==> config.mk <==
export PLATFORM = sky130hd
export DESIGN_NAME = vec_lane_drain_seq_flat
export DESIGN_NICKNAME = d
export VERILOG_FILES = /design/src/rtl/vec_lane_drain_seq_pkg.sv /design/src/rtl/vec_lane_drain_seq_if.sv /design/src/rtl/vec_lane_drain_seq_lane_idx_wrap.sv /design/src/rtl/vec_lane_drain_seq.sv /design/src/flat_wrapper.sv
export SDC_FILE = /design/constraint.sdc
export NUM_CORES = 1
export LEC_CHECK = 0
export ABC_AREA = 0
export BUFFER_PORTS_ARGS = -buffer_cell sky130_fd_sc_hd__buf_2
export CAP_MARGIN = 30
export CELL_PAD_IN_SITES_DETAIL_PLACEMENT = 1
export CELL_PAD_IN_SITES_GLOBAL_PLACEMENT = 1
export CORE_MARGIN = 1.5
export CORE_UTILIZATION = 30
export DETAILED_ROUTE_END_ITERATION = 12
export GPL_TIMING_DRIVEN = 1
export PLACE_DENSITY_LB_ADDON = 0.1
export SLEW_MARGIN = 20
export SYNTH_ARGS = -nofsm -noshare
export SYNTH_HDL_FRONTEND = slang
export SYNTH_SLANG_ARGS = --single-unit
==> constraint.sdc <==
create_clock -name clk -period 7.1 [get_ports clk]
set_clock_uncertainty 0.2 [all_clocks]
set_input_delay 0.355 -clock clk [delete_from_list [all_inputs] [get_ports clk]]
set_output_delay 0.355 -clock clk [all_outputs]
set_load 0.05 [all_outputs]
==> src/rtl/vec_lane_drain_seq_pkg.sv <==
// Shared constants and FSM encoding for the vector lane drain sequencer.
package vec_lane_drain_seq_pkg;

    localparam int unsigned K      = 8;
    localparam int unsigned IDX_W  = (K > 1) ? $clog2(K) : 1;
    localparam int unsigned CNT_W  = 16;
    localparam int unsigned DATA_W = 32;
    localparam int unsigned SUM_W  = IDX_W + 1;

    typedef enum logic [1:0] {
        ST_IDLE = 2'd0,
        ST_RUN  = 2'd1,
        ST_FIN  = 2'd2
    } state_e;

endpackage

==> src/rtl/vec_lane_drain_seq_if.sv <==
// Output element stream: valid/ready handshake carrying one 32-bit lane value per beat.
interface vec_lane_drain_seq_if;
    import vec_lane_drain_seq_pkg::*;

    logic              out_valid;
    logic              out_ready;
    logic [DATA_W-1:0] out_data;
    logic              out_last;

    modport master (
        output out_valid,
        output out_data,
        output out_last,
        input  out_ready
    );

    modport slave (
        input  out_valid,
        input  out_data,
        input  out_last,
        output out_ready
    );

endinterface

==> src/rtl/vec_lane_drain_seq_lane_idx_wrap.sv <==
// Next lane index: (idx + stride) mod K with explicit wrap, so K need not be a power of two.
module vec_lane_drain_seq_lane_idx_wrap
    import vec_lane_drain_seq_pkg::*;
(
    input  logic [IDX_W-1:0] idx,
    input  logic [IDX_W-1:0] stride,
    output logic [IDX_W-1:0] idx_nxt_c
);

    logic [SUM_W-1:0] stride_m;
    logic [SUM_W-1:0] sum;

    // stride < 2^IDX_W < 2K and idx < K, so one conditional subtract per step suffices
    always_comb begin
        stride_m = {1'b0, stride};
        if (stride_m >= SUM_W'(K)) begin
            stride_m = stride_m - SUM_W'(K);
        end
        sum = {1'b0, idx} + stride_m;
        if (sum >= SUM_W'(K)) begin
            sum = sum - SUM_W'(K);
        end
        idx_nxt_c = sum[IDX_W-1:0];
    end

endmodule

==> src/rtl/vec_lane_drain_seq.sv <==
// Streams lanes of a K-lane vector register as 32-bit scalars by stepping the
// lane-select index with a wrapping stride and forwarding the selected data.
module vec_lane_drain_seq
    import vec_lane_drain_seq_pkg::*;
(
    input  logic                   clk,
    input  logic                   reset_n,
    input  logic                   start,
    input  logic [31:0]            start_idx,
    input  logic [IDX_W-1:0]       stride,
    input  logic [CNT_W-1:0]       count,
    input  logic                   abort,
    output logic [31:0]            sel_k,
    input  logic [DATA_W-1:0]      sel_data,
    vec_lane_drain_seq_if.master   out_if,
    output logic                   busy,
    output logic                   done,
    output logic                   err
);

    state_e            state_q, state_d;
    logic [IDX_W-1:0]  idx_q, idx_d;
    logic [CNT_W-1:0]  remain_q, remain_d;
    logic              out_valid_q, out_valid_d;
    logic              out_last_q, out_last_d;
    logic              busy_q, busy_d;
    logic              done_q, done_d;
    logic              err_q, err_d;
    logic [IDX_W-1:0]  idx_nxt_c;
    logic              beat_c;

    vec_lane_drain_seq_lane_idx_wrap u_wrap (
        .idx       (idx_q),
        .stride    (stride),
        .idx_nxt_c (idx_nxt_c)
    );

    assign beat_c = out_valid_q & out_if.out_ready;

    always_comb begin
        state_d  = state_q;
        idx_d    = idx_q;
        remain_d = remain_q;
        err_d    = err_q;
        done_d   = 1'b0;

        unique case (state_q)
            ST_IDLE: begin
                if (start) begin
                    if (start_idx >= 32'(K)) begin
                        err_d  = 1'b1;
                        done_d = 1'b1;
                    end else if (count == '0) begin
                        err_d  = 1'b0;
                        done_d = 1'b1;
                    end else begin
                        idx_d    = start_idx[IDX_W-1:0];
                        remain_d = count;
                        err_d    = 1'b0;
                        state_d  = ST_RUN;
                    end
                end
            end
            ST_RUN: begin
                if (beat_c) begin
                    remain_d = remain_q - CNT_W'(1);
                    idx_d    = idx_nxt_c;
                end
                // abort wins over further beats; a beat in the same cycle still counts
                if (abort || (beat_c && out_last_q)) begin
                    state_d = ST_FIN;
                    done_d  = 1'b1;
                end
            end
            ST_FIN: begin
                state_d = ST_IDLE;
            end
            default: begin
                state_d = ST_IDLE;
            end
        endcase

        out_valid_d = (state_d == ST_RUN);
        busy_d      = (state_d == ST_RUN);
        out_last_d  = (state_d == ST_RUN) && (remain_d == CNT_W'(1));
    end

    always_ff @(posedge clk or negedge reset_n) begin
        if (!reset_n) begin
            state_q     <= ST_IDLE;
            idx_q       <= '0;
            remain_q    <= '0;
            out_valid_q <= 1'b0;
            out_last_q  <= 1'b0;
            busy_q      <= 1'b0;
            done_q      <= 1'b0;
            err_q       <= 1'b0;
        end else begin
            state_q     <= state_d;
            idx_q       <= idx_d;
            remain_q    <= remain_d;
            out_valid_q <= out_valid_d;
            out_last_q  <= out_last_d;
            busy_q      <= busy_d;
            done_q      <= done_d;
            err_q       <= err_d;
        end
    end

    assign sel_k            = 32'(idx_q);
    assign out_if.out_valid = out_valid_q;
    assign out_if.out_last  = out_last_q;
    assign out_if.out_data  = sel_data;
    assign busy             = busy_q;
    assign done             = done_q;
    assign err              = err_q;

endmodule

==> src/flat_wrapper.sv <==
// flat-port wrapper written by rule: the top's interface ports become plain ports
module vec_lane_drain_seq_flat import vec_lane_drain_seq_pkg::*;
  (clk, reset_n, start, start_idx, stride, count, abort, sel_k, sel_data, busy, done, err, out_if_out_valid, out_if_out_data, out_if_out_last, out_if_out_ready);
  vec_lane_drain_seq_if out_if_i ();
  input  logic clk;
  input  logic reset_n;
  input  logic start;
  input  logic [31:0] start_idx;
  input  logic [IDX_W-1:0] stride;
  input  logic [CNT_W-1:0] count;
  input  logic abort;
  output logic [31:0] sel_k;
  input  logic [DATA_W-1:0] sel_data;
  output logic busy;
  output logic done;
  output logic err;
  output wire logic [$bits(out_if_i.out_valid)-1:0] out_if_out_valid;
  output wire logic [$bits(out_if_i.out_data)-1:0] out_if_out_data;
  output wire logic [$bits(out_if_i.out_last)-1:0] out_if_out_last;
  input wire logic [$bits(out_if_i.out_ready)-1:0] out_if_out_ready;
  assign out_if_out_valid = out_if_i.out_valid;
  assign out_if_out_data = out_if_i.out_data;
  assign out_if_out_last = out_if_i.out_last;
  assign out_if_i.out_ready = out_if_out_ready;
  vec_lane_drain_seq u_core (.clk(clk), .reset_n(reset_n), .start(start), .start_idx(start_idx), .stride(stride), .count(count), .abort(abort), .sel_k(sel_k), .sel_data(sel_data), .out_if(out_if_i), .busy(busy), .done(done), .err(err));
endmodule
Word level (Yosys, flattened, before mapping)
Index checks and enable logic that the tools add are counted.
Operators by class
  reduce and logical (&&, ||, !) cells: 8
  equality and inequality tests: 7
  $lt $le $gt $ge: 2
  bitwise gates (word level): 1
  mux-type cells: 22
  add/subtract/negate cells: 3
Operators by type and width (number)
  $mux W16: 4
  $ge A32 B4 Y1 const B: 1
  $pmux W16 S2: 1
  $eq A16 B1 Y1 const B: 1
  $logic_not A16 Y1: 1
  $sub A16 B1 Y16 const B: 1
  $mux W3: 5
  $mux W2: 4
  $ne A2 B2 Y1 const B: 3
  $pmux W3 S2: 1
  $mux W1: 5
  $reduce_and A5 Y1: 1
  $add A3 B3 Y4: 1
  $eq A2 B1 Y1 const B: 2
  $ge A4 B4 Y1 const B: 1
  $pmux W2 S2: 1
  $sub A3 B1 Y3 const B: 1
  $logic_and A1 B1 Y1: 2
  $logic_not A2 Y1: 1
  $ne A2 B1 Y1 const B: 1
  $pmux W1 S2: 1
  $reduce_and A2 Y1: 1
  $reduce_bool A2 Y1: 1
  $and A1 B1 Y1: 1
  $logic_or A1 B1 Y1: 1
Storage, ports and cells
  output and inout bits: 69
  register bits after elaboration: 25
  word-level logic and storage cells: 50
  bits of input ports: 88

Longest topological paths before layout
Gate-level depths: netlist of run 1.
  depth after elaboration: 7
  gate-level depth with buffers: 9
  gate-level depth less buffers: 9

Modules after synthesis
Synthesis of run 1 repeated with hierarchy kept, for this count alone.
Second synthesis, totals
  cells, all modules: 252
  area total of the unflattened synthesis: 2237.1 um2
By module, submodules not included
  vec_lane_drain_seq: cells each 249, instances 1, area each 2180.8 um2, seq. area each 625.6 um2
  vec_lane_drain_seq_lane_idx_wrap: cells each 3, instances 1, area each 56.3 um2, seq. area each 0.0 um2

Worst setup path after synthesis of run 1
OpenSTA, ideal clock, no wires.
  kind: reg-to-reg
  from: register u_core.remain_q[6]
  to: register u_core.out_last_q, in the netlist u_core.out_if.out_last
  setup time: 0.096 ns
  cell stages (with the launch flop): 9
  setup slack: 4.028 ns
  buffers on the path: 1
  data arrival time: 2.776 ns
  required time: 6.804 ns
  period minus slack after synthesis: 3.072 ns
  cells stage by stage: dfrtp_1 -> or4_4 -> or3_1 -> buf_2 -> or4_4 -> nand3_2 -> or3b_1 -> or4_1 -> nor4_2
Between the ends
  word-level cells in the longest chain between the ends: 6
  elaborated cells on any way between the ends: 8
  classes of those cells: add/sub (1); eq/ne (1); mux (5); reduce/logical (1)
Ends and longest elaborated chain
  start: declaration: line vec_lane_drain_seq.sv:23  | logic [CNT_W-1:0] remain_q, remain_d;
  start signal: assignment: line vec_lane_drain_seq.sv:101  | remain_q <= remain_d;
  parallel branches: the longest is 3 deep, another holds $sub A16 B1 Y16
  $pmux W16 S2 (*): line vec_lane_drain_seq.sv:47  | unique case (state_q)
  $eq A16 B1 Y1 (*): line vec_lane_drain_seq.sv:85  | out_last_d = (state_d == ST_RUN) && (remain_d == CNT_W'(1));
  $logic_and A1 B1 Y1 (*): line vec_lane_drain_seq.sv:85
  via u_core.out_last_d: line vec_lane_drain_seq.sv:25  | logic out_last_q, out_last_d;
  end signal: assignment: line vec_lane_drain_seq.sv:103  | out_last_q <= out_last_d;
  end: declaration: line vec_lane_drain_seq.sv:25
Mark *: on every way through the listed nets, which the timed path passes.
A chain may end at the register's enable or synchronous reset.

Final worst setup path of run 1
  from: register u_core.state_q[1]
  to: register u_core.out_last_q, in the netlist u_core.out_if.out_last
Between the ends
  elaborated cells on any way between the ends: 11
  classes of those cells: eq/ne (3); mux (6); reduce/logical (2)
RTL lines
  start: declaration: line vec_lane_drain_seq.sv:21  | state_e state_q, state_d;
  start signal: assignment: line vec_lane_drain_seq.sv:99  | state_q <= state_d;
  $eq A2 B1 Y1 / $logic_not A2 Y1 (equally long branches): line vec_lane_drain_seq.sv:47
  $pmux W16 S2 (*): line vec_lane_drain_seq.sv:47
  via u_core.remain_d[2]: line vec_lane_drain_seq.sv:23
  $eq A16 B1 Y1 (*): line vec_lane_drain_seq.sv:85
  $logic_and A1 B1 Y1 (*): line vec_lane_drain_seq.sv:85
  via u_core.out_last_d: line vec_lane_drain_seq.sv:25
The timed path passes the listed nets; every way through them passes the cells marked *.

==> flow_summary.yaml, run 1 <==
synth:
  synth_top_area_frac: 0.290
  ys_seq_area_frac: 0.290
  synth_edf_count: 0
  synth_warnings: 0
  synth_seq_cells: 25
  async_flop_share: 1.00
  synth_top_area_cell: "dfrtp_1"
  dominantRegCellSynth: "dfrtp_1"
  yosysUniqueCellTypes: 57
  syn_area_per_cell_um2: 8.32
  yosysMostFrequentCell: "buf_4"
  ys_top_cells_by_area: "dfrtp_1 29%, buf_4 22%, nor4_1 3.8%"
  synth_cells: 259
  synthTopCellsByCount: "62 x buf_4, 25 x dfrtp_1, 20 x nand2_1"
  syn_area_mm2: 0.00215
routing:
  postRouteAntennaNets: 0
  wire_per_inst_um: 17.2
  via_count: 1925
  drt_wl_total_um: 6590
  drc: 0
  vias_per_cell: 5.01
  drt-initial-drc-count: 81
  firstDrtPassIters: 4
clocking:
  cts_tree: "yes"
  htree_levels: 1
  postCtsSetupBuffers: 0
  cts_made_buffers: 3
  root_buffer: "clkbuf_8"
  numClockSinks: 25
  ctsResizeCount: 0
  clk_pin_slew_ns: 0.09
  cts_buffer_depth: 2
  insertion_delay_ns: 0.28
  cts_hold_buf: 1
die:
  core_mm2: 0.00687
  initial_utilization: 0.314
  ios: 157
  die_x_um: 87.7
  num_rows: 30
  die_h_um: 87.7
  fp.dieArea_mm2: 0.00770
finish:
  syn2layout_area_growth_pct: 5.05
  multi_input_area_mm2: 0.00111
  n_fill_cell: 888
  nets: 380
  diodes: 0
  seq_area_um2: 626
  drive_above_1_share: 0.295
timing:
  timing.final.crit_share: 0.470
  min_period_ns: 3.34
  hold_slack_ns: 0.136
  slew_viol_final: 0
  slew_headroom: 0.390
  fin_setup_tns_ns: 0
  worstMarginPinSlew_ns: 0.906
  hold_viol: 0
  setup_viol: 0
  rsz0062_at_grt: "false"
  fmax_mhz: 300
  fin_ws_ns: 3.76
worst_setup_path:
  cp_max_fo: 11
  rr_worst_depth: 7
  required_ns: 7.09
  path_cells: "nor2_1, nand2_1, nor4_1, o21ai_2, or3b_1, or4_1, nor4_2"
  path_class: "flip-flop to flip-flop"
  slowest_stage: "nor4_1"
  cp-end-kind: "flip-flop"
  cpPeakStageDelay_ns: 0.82
  setup.worst_path.start_class: "flip-flop"
  critPathArrivalTime_ns: 3.33
power:
  powerDensity_mw_per_mm2: 131
  p_leak_nw: 1.06
  ir_worst_vdd_v: 0.0000581
global_routing:
  overflow: 0
  grt_max_degree: 26
  track_usage: 0.172
  antenna_found_initial: 0
  grt_pass1_wl_um: 9890
  grt_pass1_vias: 1908
place:
  portBuffers: 63
  hpwl_um: 5470
  place_ws_ns: 3.79
  place.gp.congestion: 0.797
hold_path:
  holdPathStages: 3
  hp-class: "primary input to flip-flop"
run_status:
  outcome: "completed"
run:
  cap_viol_max_count: 0
## placed cells by master (no fill, tap or decap), types with 9 or more instances in the layout
cell and count:
buf_2 63, conb_1 29, dfrtp_1 25, nand2_1 20
nor2_1 16, nor4_1 13, nor3_1 12, inv_1 10
nand4_1 9, o21ai_0 9
## path summary, 6_finish.rpt
kind	from	to	slack, ns
setup / recovery	u_core.state_q[1]	u_core.out_if.out_last	3.76
hold / removal	count[6]	u_core.remain_q[6]	0.14
setup reg to reg	u_core.state_q[1]	u_core.out_if.out_last	3.76
hold reg to reg	u_core.idx_q[1]	u_core.idx_q[1]	0.33
max in group asynchronous	reset_n	u_core.state_q[0]	5.88
min in group asynchronous	reset_n	u_core.remain_q[2]	0.42
## through the flow
step	area (um^2)	total power (W)	instances	utilization
CTS	2260	0.000301	384	0.330
global route	2260	0.000308	384	0.330
floorplan	2260	0.000249	287	-
global placement	2210	0.000212	379	0.321
finish	2260	0.000296	384	0.330
detailed placement	2210	0.000212	379	0.321
## report_power, final
group          internal [W]   total, W  switching (W)
Clock             0.0000403  0.0000868      0.0000466
Combinational     0.0000151  0.0000651      0.0000500
Sequential         0.000143   0.000144     0.00000128
Total              0.000198   0.000296      0.0000978
## kinds of logic (layout without fill, tap and decap cells)
logic type | Yosys count | in the layout | synth area share
AND/OR/NAND/NOR | 108 | 108 | 0.291
buffers and inverters | 77 | 78 | 0.243
AO/OA/AOI/OAI | 41 | 41 | 0.135
flip-flops | 25 | 25 | 0.290
adder cells (fa/ha/maj) | 3 | 3 | 0.0209
XOR/XNOR | 2 | 2 | 0.00813
multiplexers | 2 | 2 | 0.00987
other | 1 | 29 | 0.00174
## per-layer routing
metal	GRT usage	share of wire	vias up	wire length [um]
li1	-	-	910	-
met1	0.226	0.44	919	2910
met2	0.286	0.48	77	3180
met3	0.0170	0.054	19	354
met4	0.0750	0.023	0	149
met5	0	0	-	0
## registers in the layout, summed over array words and instances, names as in the netlist
register                 count
u_core.done                  1
u_core.err                   1
u_core.idx_q                 3
u_core.out_if.out_last       1
u_core.out_if.out_valid      1
u_core.remain_q             16
u_core.state_q               2
## layout make-up
| class | count | share of cell area |
|---|---|---|
| multi-input cells | 185 | 0.490 |
| flip-flops and latches | 25 | 0.276 |
| repair buffers | 64 | 0.144 |
| well taps | 96 | 0.0531 |
| clock buffers | 4 | 0.0199 |
| inverters | 10 | 0.0166 |
## worst max-delay path: cells and delay by family (launching register included)
kind / cells / cell delay (ns)
AO/OA/AOI/OAI: 1 / 0.14
flip-flops: 1 / 0.50
AND/OR/NAND/NOR: 6 / 2.42
(Power assumes the default switching activity.)
==> run 2: changes to the inputs <==
- CORE_UTILIZATION: 30 -> 28
- clock period: 7.1 -> 3.4 ns (I/O delays scaled with it)
==> run 2 against run 1 <==
Net effect:
- highest routed layer unchanged
- largest power group unchanged
- register-to-register slack got worse by 3.6 ns
- utilization down 0.42 points
- cell count up 4.4%
==> flow_summary.yaml, run 2 (synthesis results as in run 1) <==
clocking:
  clk_pin_slew_ns: 0.10
  root_buffer: "clkbuf_8"
  cts_buffer_depth: 2
  htree_levels: 1
  cts_tree: "yes"
  cts_made_buffers: 3
  numClockSinks: 25
  ctsResizeCount: 0
  insertion_delay_ns: 0.27
routing:
  drt-initial-drc-count: 109
  firstDrtPassIters: 4
  drt_wl_total_um: 6450
  vias_per_cell: 4.86
  via_count: 1950
  postRouteAntennaNets: 0
  wire_per_inst_um: 16.1
  drc: 0
global_routing:
  grt_pass1_wl_um: 10400
  track_usage: 0.159
  grt_pass1_vias: 1998
  overflow: 0
  antenna_found_initial: 0
  grt_max_degree: 26
finish:
  syn2layout_area_growth_pct: 10.7
  layout.cells.non_filler: 401
  reg.largest.list: "u_core.remain_q: 16 flops, u_core.idx_q: 3 flops, u_core.state_q: 2 flops"
  top_register: "u_core.remain_q"
  diodes: 0
  layout_commonest_cell: "buf_2"
  final_cell_mix: "63 x buf_2, 29 x conb_1, 25 x dfrtp_1"
  nets: 394
  drive_above_1_share: 0.311
  largest_reg_flops: 16
  final_util: 0.325
timing:
  hold_viol: 0
  rsz0062_at_grt: "false"
  fmax_mhz: 311
  slew_viol_final: 0
  min_period_ns: 3.21
  slew_headroom: 0.491
  setup_viol: 0
  timing.final.crit_share: 0.945
  worstMarginPinSlew_ns: 0.762
  fin_ws_ns: 0.189
  fin_setup_tns_ns: 0
run_status:
  outcome: "completed"
place:
  place.gp.congestion: 0.776
  portBuffers: 63
  place_ws_ns: 0.216
  hpwl_um: 5310
  dp.cells: 391
worst_setup_path:
  startpoint: "u_core.remain_q[6]"
  path_common_cell: "or4_4"
  ff2ff_setup_slack_ns: 0.19
  path_cells: "or4_4, or3_1, or4_4, nand3_2, or3b_1, or4_1, nor4_2"
  required_ns: 3.39
  cp-end-kind: "flip-flop"
  path_class: "flip-flop to flip-flop"
  setup.worst_path.start_class: "flip-flop"
  reg2reg_from: "u_core.remain_q[6]"
  slowest_stage: "or4_4"
  critPathArrivalTime_ns: 3.20
  rr_worst_depth: 7
  cp_max_fo: 6
  cpPeakStageDelay_ns: 0.57
die:
  die_x_um: 90.7
  num_rows: 31
  core_mm2: 0.00733
  fp.dieArea_mm2: 0.00823
  ios: 157
  initial_utilization: 0.294
  die_h_um: 90.7
hold_path:
  holdPathStages: 3
  hp-start: "start_idx[2]"
  hp-class: "primary input to flip-flop"
run:
  cap_viol_max_count: 0
power:
  fin_total_pwr_w: 0.000627
  powerDensity_mw_per_mm2: 263
  p_leak_nw: 1.13
  ir_worst_vdd_v: 0.000118
run 2: cell count changes in the layout (fill, tap and decap cells not counted), sizes merged:
| cell | before | now |
|---|---|---|
| buf | 63 | 72 |
| dlygate4sd3 | 1 | 6 |
run 2: layout make-up:
cell class	count	area, um^2
flip-flops and latches	25	626
fillers	906	4950
repair buffers	78	443
clock buffers	4	45.0
multi-input cells	185	1110
well taps	99	124
inverters	10	37.5
run 2: worst paths after layout:
check,endpoint
setup / recovery,u_core.out_if.out_last
min in group asynchronous,u_core.remain_q[3]
hold reg to reg,u_core.err
max in group asynchronous,u_core.remain_q[2]
hold / removal,u_core.idx_q[2]
setup reg to reg,u_core.out_if.out_last
run 2: through the flow:
stage	cell area [um^2]	hold WS, ns
6_report	2380	0.00151
5_1_grt	2380	0.0326
4_1_cts	2380	0.000700
3_5_place_dp	2280	0.0360
3_3_place_gp	2280	0.0353
2_1_floorplan	2260	-0.326
run 2: routing by layer:
metal	global-route usage	wire, um	up-vias
li1	-	-	931
met1	0.220	3010	923
met2	0.261	3050	80
met3	0.0194	325	16
met4	0.0410	67	0
met5	0	0	-
run 2: what timing repair did:
item,4_1_cts,5_1_grt
hold endpoints to repair,30,0
hold buffers,6,0
buffers inserted,0,0
run 2: report_power, final:
part | leakage, nW | internal (W) | total [W] | switching, W
logic | 0.773 | 0.0000353 | 0.000140 | 0.000104
clock network | 0.0228 | 0.0000841 | 0.000187 | 0.000102
registers | 0.332 | 0.000299 | 0.000301 | 0.00000240
total | 1.13 | 0.000418 | 0.000627 | 0.000209
run 2: critical path: cells and delay by family (launching register included):
| kind | cells | cell delay [ns] |
|---|---|---|
| simple gates | 7 | 2.49 |
| flops | 1 | 0.45 |
==> run 3: changes to the inputs <==
--- a/config.mk
+++ b/config.mk
@@ -16,4 +16,4 @@
 export GPL_TIMING_DRIVEN = 1
+export HOLD_SLACK_MARGIN = 0.06
 export PLACE_DENSITY_LB_ADDON = 0.1
-export SLEW_MARGIN = 20
 export SYNTH_ARGS = -nofsm -noshare
==> constraint.sdc (replaced) <==
create_clock -name clk -period 3.4 [get_ports clk]
set_clock_uncertainty 0.2 [all_clocks]
set_input_delay 0.34 -clock clk [delete_from_list [all_inputs] [get_ports clk]]
set_output_delay 0.34 -clock clk [all_outputs]
set_load 0.05 [all_outputs]
==> run 3 against run 2 <==
Net effect:
- sequential cell count unchanged
- global-route usage is essentially flat
- combinational power decreased by 3%
- first-iteration DRC count down 39%
- worst setup slack better by 0.035 ns
- largest cell class unchanged
- highest routed layer unchanged
==> flow_summary.yaml, run 3 (synthesis results as in run 1) <==
finish:
  final_cell_mix: "63 x buf_2, 29 x conb_1, 25 x dfrtp_1"
  reg.largest.list: "u_core.remain_q: 16 flops, u_core.idx_q: 3 flops, u_core.state_q: 2 flops"
  seq_area_um2: 626
  drive_above_1_share: 0.314
  layout_commonest_cell: "buf_2"
  stdcell_area_mm2: 0.00233
  largest_reg_flops: 16
  syn2layout_area_growth_pct: 8.01
  layout.cells.non_filler: 395
  n_fill_cell: 920
  nets: 388
  top_register: "u_core.remain_q"
  diodes: 0
  multi_input_area_mm2: 0.00111
routing:
  vias_per_cell: 4.95
  drt-initial-drc-count: 67
  wire_per_inst_um: 16.4
  drc: 0
  postRouteAntennaNets: 0
  drt_wl_total_um: 6460
  firstDrtPassIters: 4
  via_count: 1954
timing:
  slew_viol_final: 0
  worstMarginPinSlew_ns: 0.654
  setup_viol: 0
  min_period_ns: 3.18
  timing.final.crit_share: 0.934
  fmax_mhz: 315
  fin_setup_tns_ns: 0
  hold_viol: 0
  hold_slack_ns: 0.142
  rsz0062_at_grt: "false"
  slew_headroom: 0.563
global_routing:
  grt_pass1_vias: 1981
  overflow: 0
  grt_max_degree: 26
  track_usage: 0.159
  grt_pass1_wl_um: 10400
  antenna_found_initial: 0
run_status:
  outcome: "completed"
die:
  core_mm2: 0.00733
  num_rows: 31
  fp.dieArea_mm2: 0.00823
  ios: 157
  initial_utilization: 0.294
  die_h_um: 90.7
  die_x_um: 90.7
power:
  ir_worst_vdd_v: 0.000130
  p_leak_nw: 1.10
  powerDensity_mw_per_mm2: 268
worst_setup_path:
  cpPeakStageDelay_ns: 0.57
  cp-end-kind: "flip-flop"
  startpoint: "u_core.remain_q[6]"
  crit_end: "u_core.out_if.out_last"
  ff2ff_setup_slack_ns: 0.22
  slowest_stage: "or4_4"
  path_common_cell: "or4_4"
  rr_worst_depth: 7
  path_cells: "or4_4, or3_1, or4_4, nand3_2, or3b_1, or4_1, nor4_2"
  setup.worst_path.start_class: "flip-flop"
  critPathArrivalTime_ns: 3.16
  reg2reg_from: "u_core.remain_q[6]"
  required_ns: 3.39
  path_class: "flip-flop to flip-flop"
  r2r-end: "u_core.out_if.out_last"
  cp_max_fo: 6
clocking:
  numClockSinks: 25
  ctsResizeCount: 0
  htree_levels: 1
  root_buffer: "clkbuf_8"
  cts_hold_buf: 1
  insertion_delay_ns: 0.27
  postCtsSetupBuffers: 0
  cts_buffer_depth: 2
  cts_made_buffers: 3
  cts_tree: "yes"
  clk_pin_slew_ns: 0.10
run:
  cap_viol_max_count: 0
place:
  portBuffers: 63
  place.gp.congestion: 0.778
  dpl-instance-area_mm2: 0.00227
  hpwl_um: 5370
  dp.cells: 390
hold_path:
  holdPathStages: 3
  hp-class: "primary input to flip-flop"
[run 3: cell count changes in the layout (fill, tap and decap cells not counted)]
cell / before / now
dlygate4sd3_1: 6 / 1
buf_4: 9 / 8
[run 3: how the worst min path moves through the flow]
| stage | start | to | slack [ns] |
|---|---|---|---|
| after floorplan | reset_n | u_core.done | -0.16 |
| after global placement | reset_n | u_core.remain_q[7] | 0.20 |
| after detailed placement | reset_n | u_core.remain_q[7] | 0.20 |
| after CTS | count[4] | u_core.remain_q[4] | 0.13 |
| after global routing | count[4] | u_core.remain_q[4] | 0.14 |
| final | count[5] | u_core.remain_q[5] | 0.14 |
[run 3: report_power, final]
group | switching, W | internal (W)
Combinational | 0.000104 | 0.0000316
Sequential | 0.00000244 | 0.000299
Clock | 0.000103 | 0.0000840
Total | 0.000210 | 0.000414
[run 3: per-layer routing]
metal | GRT usage | up-vias | share of wire | wire length (um)
met3 | 0.0185 | 14 | 0.064 | 414
met4 | 0.0370 | 0 | 0.0082 | 53
met5 | 0 | - | 0 | 0
li1 | - | 922 | - | -
met1 | 0.223 | 935 | 0.45 | 2920
met2 | 0.260 | 83 | 0.48 | 3070
[run 3: metrics by stage]
step                setup WS, ns  utilization  power [W]
floorplan                  0.328            -   0.000521
global placement           0.279        0.310   0.000442
detailed placement         0.242        0.310   0.000442
CTS                        0.220        0.317   0.000629
global route              0.0706        0.317   0.000653
finish                     0.224        0.317   0.000624
[run 3: area by class of cell]
cell class / count / share of cell area
Multi-Input combinational cell: 185 / 0.477
Timing Repair Buffer: 72 / 0.166
Inverter: 10 / 0.0161
Sequential cell: 25 / 0.269
Tap cell: 99 / 0.0532
Clock buffer: 4 / 0.0194
[run 3: worst max-delay path: cells and delay by family (launching register included)]
family | cells | cell delay (ns)
flip-flops | 1 | 0.44
AND/OR/NAND/NOR | 7 | 2.45
